--- src/rtl/robo_step_sequencer.sv ---
// Step sequencer for the wall-following Robo FSM: sensing, step pulse, pose tracking on a MAP_SIZE map.
// Optional LOOP_DETECT_EN: finish early when the robot returns to its starting pose.
module robo_step_sequencer #(
    parameter int MAP_SIZE = 20,
    parameter int POS_W    = 5,
    parameter int CNT_W    = 8
) (
    input  logic             clock,
    input  logic             reset,
    input  logic             start,
    input  logic [POS_W-1:0] init_row,
    input  logic [POS_W-1:0] init_col,
    input  logic [1:0]       init_dir,
    input  logic [CNT_W-1:0] max_moves,
    output logic [POS_W-1:0] map_row,
    output logic [POS_W-1:0] map_col,
    input  logic             map_wall,
    output logic             head,
    output logic             left,
    output logic             robot_step,
    input  logic             avancar,
    input  logic             girar,
    output logic [POS_W-1:0] row,
    output logic [POS_W-1:0] col,
    output logic [1:0]       dir,
    output logic [CNT_W-1:0] moves,
    output logic             busy,
    output logic             done,
    output logic             error
);

    typedef enum logic [2:0] {
        S_IDLE, S_CHECK, S_SENSE_H, S_SENSE_L, S_DRIVE, S_SAMPLE, S_FINISH
    } state_t;

    typedef enum logic [1:0] {
        DIR_N = 2'b00, DIR_S = 2'b01, DIR_L = 2'b10, DIR_O = 2'b11
    } dir_t;

    localparam logic [POS_W:0] EDGE_HI = (POS_W+1)'(MAP_SIZE);

    state_t           state_q, state_d;
    logic [POS_W-1:0] row_q, row_d, col_q, col_d;
    dir_t             dir_q, dir_d;
    logic [CNT_W-1:0] max_q, max_d, moves_q, moves_d;
    logic             head_q, head_d, left_q, left_d;
    logic             busy_q, busy_d, done_q, done_d, error_q, error_d;
`ifdef LOOP_DETECT_EN
    logic [POS_W-1:0] init_row_q, init_row_d, init_col_q, init_col_d;
    dir_t             init_dir_q, init_dir_d;
`endif

    logic [POS_W:0] r_x, c_x, hr, hc, lr, lc, q_r, q_c;
    logic           q_en, q_off, sensor;

    // Extra MSB lets neighbours of edge cells land on 0 or MAP_SIZE+1 without wrapping.
    function automatic logic is_off(input logic [POS_W:0] v);
        return (v == '0) || (v > EDGE_HI);
    endfunction

    function automatic logic [POS_W-1:0] clip(input logic [POS_W:0] v);
        if (v == '0)
            return POS_W'(1);
        else if (v > EDGE_HI)
            return POS_W'(MAP_SIZE);
        else
            return v[POS_W-1:0];
    endfunction

    always_comb begin
        r_x = {1'b0, row_q};
        c_x = {1'b0, col_q};
        hr  = r_x;
        hc  = c_x;
        lr  = r_x;
        lc  = c_x;
        case (dir_q)
            DIR_N: begin hr = r_x - 1'b1; lc = c_x - 1'b1; end
            DIR_S: begin hr = r_x + 1'b1; lc = c_x + 1'b1; end
            DIR_L: begin hc = c_x + 1'b1; lr = r_x - 1'b1; end
            DIR_O: begin hc = c_x - 1'b1; lr = r_x + 1'b1; end
            default: ;
        endcase

        q_en = 1'b1;
        q_r  = r_x;
        q_c  = c_x;
        case (state_q)
            S_CHECK:   begin q_r = r_x; q_c = c_x; end
            S_SENSE_H: begin q_r = hr;  q_c = hc;  end
            S_SENSE_L: begin q_r = lr;  q_c = lc;  end
            default:   begin q_en = 1'b0; q_r = '0; q_c = '0; end
        endcase

        q_off   = is_off(q_r) || is_off(q_c);
        sensor  = q_off || map_wall;
        map_row = q_en ? clip(q_r) : '0;
        map_col = q_en ? clip(q_c) : '0;
    end

    always_comb begin
        state_d = state_q;
        row_d   = row_q;
        col_d   = col_q;
        dir_d   = dir_q;
        max_d   = max_q;
        moves_d = moves_q;
        head_d  = head_q;
        left_d  = left_q;
        busy_d  = busy_q;
        done_d  = done_q;
        error_d = error_q;
`ifdef LOOP_DETECT_EN
        init_row_d = init_row_q;
        init_col_d = init_col_q;
        init_dir_d = init_dir_q;
`endif

        case (state_q)
            S_IDLE: begin
                if (start) begin
                    row_d   = init_row;
                    col_d   = init_col;
                    dir_d   = dir_t'(init_dir);
                    max_d   = max_moves;
                    moves_d = '0;
                    head_d  = 1'b0;
                    left_d  = 1'b0;
                    busy_d  = 1'b1;
                    done_d  = 1'b0;
                    error_d = 1'b0;
`ifdef LOOP_DETECT_EN
                    init_row_d = init_row;
                    init_col_d = init_col;
                    init_dir_d = dir_t'(init_dir);
`endif
                    state_d = S_CHECK;
                end
            end
            S_CHECK: begin
                if (sensor) begin
                    error_d = 1'b1;
                    busy_d  = 1'b0;
                    state_d = S_FINISH;
                end else if (max_q == '0) begin
                    done_d  = 1'b1;
                    busy_d  = 1'b0;
                    state_d = S_FINISH;
                end else begin
                    state_d = S_SENSE_H;
                end
            end
            S_SENSE_H: begin
                head_d  = sensor;
                state_d = S_SENSE_L;
            end
            S_SENSE_L: begin
                left_d  = sensor;
                state_d = S_DRIVE;
            end
            S_DRIVE: state_d = S_SAMPLE;
            S_SAMPLE: begin
                if (avancar && (girar || head_q)) begin
                    error_d = 1'b1;
                    busy_d  = 1'b0;
                    state_d = S_FINISH;
                end else begin
                    if (avancar) begin
                        case (dir_q)
                            DIR_N: row_d = row_q - POS_W'(1);
                            DIR_S: row_d = row_q + POS_W'(1);
                            DIR_L: col_d = col_q + POS_W'(1);
                            DIR_O: col_d = col_q - POS_W'(1);
                            default: ;
                        endcase
                    end else if (girar) begin
                        case (dir_q)
                            DIR_N: dir_d = DIR_O;
                            DIR_O: dir_d = DIR_S;
                            DIR_S: dir_d = DIR_L;
                            DIR_L: dir_d = DIR_N;
                            default: ;
                        endcase
                    end
                    moves_d = moves_q + CNT_W'(1);
                    state_d = S_SENSE_H;
                    if (moves_d == max_q) begin
                        done_d  = 1'b1;
                        busy_d  = 1'b0;
                        state_d = S_FINISH;
                    end
`ifdef LOOP_DETECT_EN
                    else if (row_d == init_row_q && col_d == init_col_q && dir_d == init_dir_q) begin
                        done_d  = 1'b1;
                        busy_d  = 1'b0;
                        state_d = S_FINISH;
                    end
`endif
                end
            end
            S_FINISH: state_d = S_IDLE;
            default:  state_d = S_IDLE;
        endcase
    end

    always_ff @(posedge clock or negedge reset) begin
        if (!reset) begin
            state_q <= S_IDLE;
            row_q   <= '0;
            col_q   <= '0;
            dir_q   <= DIR_N;
            max_q   <= '0;
            moves_q <= '0;
            head_q  <= 1'b0;
            left_q  <= 1'b0;
            busy_q  <= 1'b0;
            done_q  <= 1'b0;
            error_q <= 1'b0;
`ifdef LOOP_DETECT_EN
            init_row_q <= '0;
            init_col_q <= '0;
            init_dir_q <= DIR_N;
`endif
        end else begin
            state_q <= state_d;
            row_q   <= row_d;
            col_q   <= col_d;
            dir_q   <= dir_d;
            max_q   <= max_d;
            moves_q <= moves_d;
            head_q  <= head_d;
            left_q  <= left_d;
            busy_q  <= busy_d;
            done_q  <= done_d;
            error_q <= error_d;
`ifdef LOOP_DETECT_EN
            init_row_q <= init_row_d;
            init_col_q <= init_col_d;
            init_dir_q <= init_dir_d;
`endif
        end
    end

    assign robot_step = (state_q == S_DRIVE);
    assign head       = head_q;
    assign left       = left_q;
    assign row        = row_q;
    assign col        = col_q;
    assign dir        = dir_q;
    assign moves      = moves_q;
    assign busy       = busy_q;
    assign done       = done_q;
    assign error      = error_q;

endmodule

--- config.mk ---
export PLATFORM = sky130hd
export DESIGN_NAME = robo_step_sequencer
export DESIGN_NICKNAME = d
export VERILOG_FILES = /design/src/rtl/robo_step_sequencer.sv
export SDC_FILE = /design/constraint.sdc
export NUM_CORES = 1
export LEC_CHECK = 0
export ABC_AREA = 1
export CAP_MARGIN = 20
export CORE_MARGIN = 5
export CORE_UTILIZATION = 57
export DETAILED_ROUTE_END_ITERATION = 16
export HOLD_SLACK_MARGIN = 0.12
export PLACE_DENSITY = 0.95
export SLEW_MARGIN = 20
export SYNTH_ARGS = -nofsm -noshare
export SYNTH_HDL_FRONTEND = slang
export SYNTH_SLANG_ARGS = --single-unit
--- constraint.sdc ---
create_clock -name clock -period 4.8 [get_ports clock]
set_input_delay 0.96 -clock clock [delete_from_list [all_inputs] [get_ports clock]]
set_output_delay 0.96 -clock clock [all_outputs]
set_load 0.01 [all_outputs]
# Word-level counts from Yosys, hierarchy flattened
# Index checks and enable logic that the tools add are counted.
# op_classes
addsub,9
order_cmp,2
n_eq_ne,23
n_mux,55
n_reduce_logical,26
# op_table
cell,count
$mux W5,12
$pmux W6 S2,4
$pmux W5 S2,4
$pmux W6 S3,2
$ne A2 B2 Y1 const B,10
$pmux W3 S6,1
$mux W8,2
$pmux W8 S2,1
$mux W3,5
$reduce_and A5 Y1,3
$mux W1,13
$add A5 B1 Y6 const B,2
$gt A6 B5 Y1 const B,2
$logic_not A6 Y1,2
$sub A5 B1 Y6 const B,2
$add A5 B1 Y5 const B,2
$sub A5 B1 Y5 const B,2
$pmux W1 S3,3
$add A8 B1 Y8 const B,1
$eq A8 B8 Y1,1
$logic_not A8 Y1,1
$mux W2,4
$pmux W2 S4,1
$reduce_and A4 Y1,2
19 further kinds,33
# totals
reg_bits,36
inputBits,26
output_inout_bits,36
word_cells,126

# Logic depth before layout (Yosys ltp)
# logic_depth
ltp_word,9
mapped_depth,19
ltp_nobuf,18

# Worst setup path before layout
# Ideal clock, no wire load.
# synth_path
kind,register to output
from,reg dir_q[0] (netlist: dir[0])
to,out map_col[0]
arrival_ps,2090
t_required_ps,3840
slack_ps,1750
path_stages_with_launch,16
n_path_buf,1
path_cell_list,dfrtp_1 > ha_1 > buf_6 > nor2_2 > nand2_1 > nand3_1 > nand2_1 > nor2_1 > nand3_2 > nor2_2 > nand2_1 > nand3_2 > nand2_1 > o22ai_1 > inv_1 > nor2_1
# synth_between
elab_chain_cells,7
elab_cells_between_ends,12
cone_classes,order compare (1); eq/ne (3); mux (6); reduce/logical (2)
# synth_lines
item,line_no,text
from (decl),44,"dir_t dir_q, dir_d;"
from (signal assigned),228,dir_q <= dir_d;
"$eq A2 B1 Y1, or another cell as far along",77,case (dir_q)
$pmux W6 S2,77,
$pmux W6 S3 *,88,case (state_q)
$gt A6 B5 Y1,64,else if (v > EDGE_HI)
$mux W5,64,
$mux W5 *,62,if (v == '0)
$mux W5 *,98,map_col = q_en ? clip(q_c) : '0;
to (decl),16,"output logic [POS_W-1:0] map_col,"
# Every way passes the cells marked *; elsewhere a longest branch is shown, timed or not.

# Worst setup path after layout
# layout_path
from,reg dir_q[1] (netlist: dir[1])
to,out map_col[0]
# The elaborated chain is that of the path after synthesis.

==> run metrics <==
status finished, final reports clean; Cell Pwr Density 785 nW/µm²; Port Buf Inserts 61; Setup CP Type reg -> out; gpl congestion 0.920; Post-CTS Hold Fix Bufs 0; RSZ-0062 raised after global routing false; Layout area overhead 22.5%; EDFF count, synth 0; clk buf depth 2; H-tree levels 2; final setup vio count 0; DRC Markers 0; Max Freq 241 MHz; sequential area share after synthesis 0.274; grt total ovfl 0; ANT cells 0; Final Critical Period 4.15 ns; CP max stage cell clkdlybuf4s50_1; Critical Path AT 3.19 ns; cell taking the most area after synthesis dfrtp_1; top cell type's share of synthesized area 0.274; post-synth cell types 42; CTS Buf Count 5; WL final 9.40 mm; Worst-Skew Late Latency 0.29 ns; post-cts resize count 0; Synth top cells by count nand2_1, inv_1, nand3_1; leakage power total 1.96 nW; count leader, synth nand2_1; Worst slew margin 0.607; largest net degree at the start of global routing 37; Fin. Hold Viols 0; MaxCap Viol Count 0; total power 3.16 mW; mapped cell area 3290 µm²; Starting Density 0.593; period utilisation layout 0.865; All-Layer GR Usage 0.268; DRT Pass-1 Iters 5; Pins Over Slew Limit 0; worst hold path type reg -> reg; dpl ws 1.01 ns; post-route ant nets 0; io pins 62; DR vias/cell 5.84; detailed-route wire length per cell 15.6 µm; clock-pin slew on the worst setup and hold paths 0.07 ns; FFs w/ async S/R, synth 1.00; CP bufs+invs 5; CTS tree done; post-DP HPWL 7.11 mm; CP required 3.84 ns; Die Height 86.0 µm; layout net count 571; Die X 86.0 µm; final setup TNS 0 ns; CP startpoint kind flop; CP Cell Sequence inv_1, ha_1, nor2_4, inv_1, o21ai_1, inv_1, nand2_1, nand2_1, nor2_1, nand2_1, nand3_2, nand2_1, o22ai_1, inv_1, nor2_1, clkdlybuf4s50_1; synthesized area per cell 7.03 µm²; # fillers 420; actual slew at the worst max-slew pin 0.590 ns; Root Buffer Master clkbuf_8; Max IR drop VDD 0.000465 V; placement row count 27; share of layout cells above drive strength 1 0.113; Placed Instances 593; maximum fanout along the worst path 10; CP max stage delay 0.54 ns; CTS sink count 36; CP delay by family, top simple AND/OR/NAND/NOR gates; crit end category output port; via count of the first global-routing pass 3384; Worst Clk Skew 0.00494 ns; syn_nets 511; register bit total from synthesis 36; Core Area 5540 µm²; First DRT Iteration DRCs 236; Synth Warn # 0; final std cells w/o fill 601; main flop type after synthesis dfrtp_1; min setup slack post-route 0.648 ns; first-pass GRT wire length 16.0 mm; Die ar. 7390 µm²; Synth Instances 468; routed vias 3510; ranking of synthesized cells by area dfrtp_1, nand2_1, nand3_1; setup repair bufs after CTS 0; initial antenna violation count 0
[area by class of cell]
class,count,area [µm²],share of cell area
Multi-Input combinational cell,366,2110,0.524
Clock buffer,7,86.3,0.0214
Clock inverter,1,7.51,0.00186
Sequential cell,36,901,0.224
Tap cell,72,90.1,0.0224
Timing Repair Buffer,62,618,0.154
Inverter,57,214,0.0531
[cells by family after synthesis]
kind of cell               count (synthesis)  synth area share
and+or+nand+nor                          258             0.390
buffers and inverters                     66            0.0845
DFF                                       36             0.274
AOI/OAI and AO/OA                         68             0.121
xor gates and xnor gates                  23            0.0613
adders and majority gates                 17            0.0693
[layer usage]
metal	vias up	global-route usage	routed length, µm
met5	-	0	0
met4	0	0.117	365
met3	39	0.0605	805
met2	183	0.433	4450
met1	1623	0.341	3780
li1	1665	-	-
[final timing paths]
kind                                         from                    to  slack, ns  depth (start not counted)
max in group asynchronous                   reset  moves[7]$_DFFE_PN0P_       3.39                          2
min                              done$_DFFE_PN0P_      done$_DFFE_PN0P_       0.49                          2
min in group asynchronous                   reset  max_q[3]$_DFFE_PN0P_       1.09                          2
max reg2reg                state_q[0]$_DFFE_PN0N_    dir[1]$_DFFE_PN0P_       1.66                         13
max                            dir[1]$_DFFE_PN0P_            map_col[0]       0.65                         16
min reg2reg                      done$_DFFE_PN0P_      done$_DFFE_PN0P_       0.49                          2
[worst reg2reg max path: cells and delay by family, from the launching register on]
kind,cells,cell delay [ns]
AO/OA/AOI/OAI,3,0.38
flip-flops,1,0.58
AND/OR/NAND/NOR,7,1.54
buffers and inverters,3,0.51
[per-stage QoR]
stage / instance area [µm²] / hold slack, ns / util
final: 4030 / 0.487 / 0.727
after global routing: 4030 / 0.499 / 0.727
after CTS: 4030 / 0.491 / 0.727
after detailed placement: 3930 / 0.473 / 0.710
after global placement: 3930 / 0.461 / 0.710
after floorplan: 3290 / 0.490 / -
[power breakdown]
part	internal [mW]	total (mW)	switching, mW
Sequential	0.430	0.642	0.212
Clock	0.117	0.230	0.113
Combinational	0.914	2.29	1.37
Total	1.46	3.16	1.70
[sequential cells by signal (all words and copies together), names as in the netlist]
| signal | count |
|---|---|
| max_q | 8 |
| moves | 8 |
| col | 5 |
| row | 5 |
| state_q | 3 |
| dir | 2 |
| busy | 1 |
| done | 1 |
| error | 1 |
| head | 1 |
| left | 1 |
[layout by cell type, fill, tap and decap left out, types with 2 or more instances in the layout]
cell	n
nand4_1	13
nand3_1	45
nand2_4	3
fa_1	2
o21ai_1	17
inv_2	11
o211ai_1	6
nand2_2	13
o21ai_0	12
nor3_1	5
a31oi_1	3
nor2_4	5
a211oi_1	3
ha_1	15
a21oi_1	13
inv_1	45
nor2_2	5
clkbuf_8	6
nand3b_1	2
nand2_1	118
o22ai_1	9
xor2_1	13
nor3_4	2
xnor2_1	10
nand3_2	9
nor2_1	34
clkdlybuf4s50_1	61
dfrtp_1	36
Note: power is estimated with default switching activity, not from simulation.
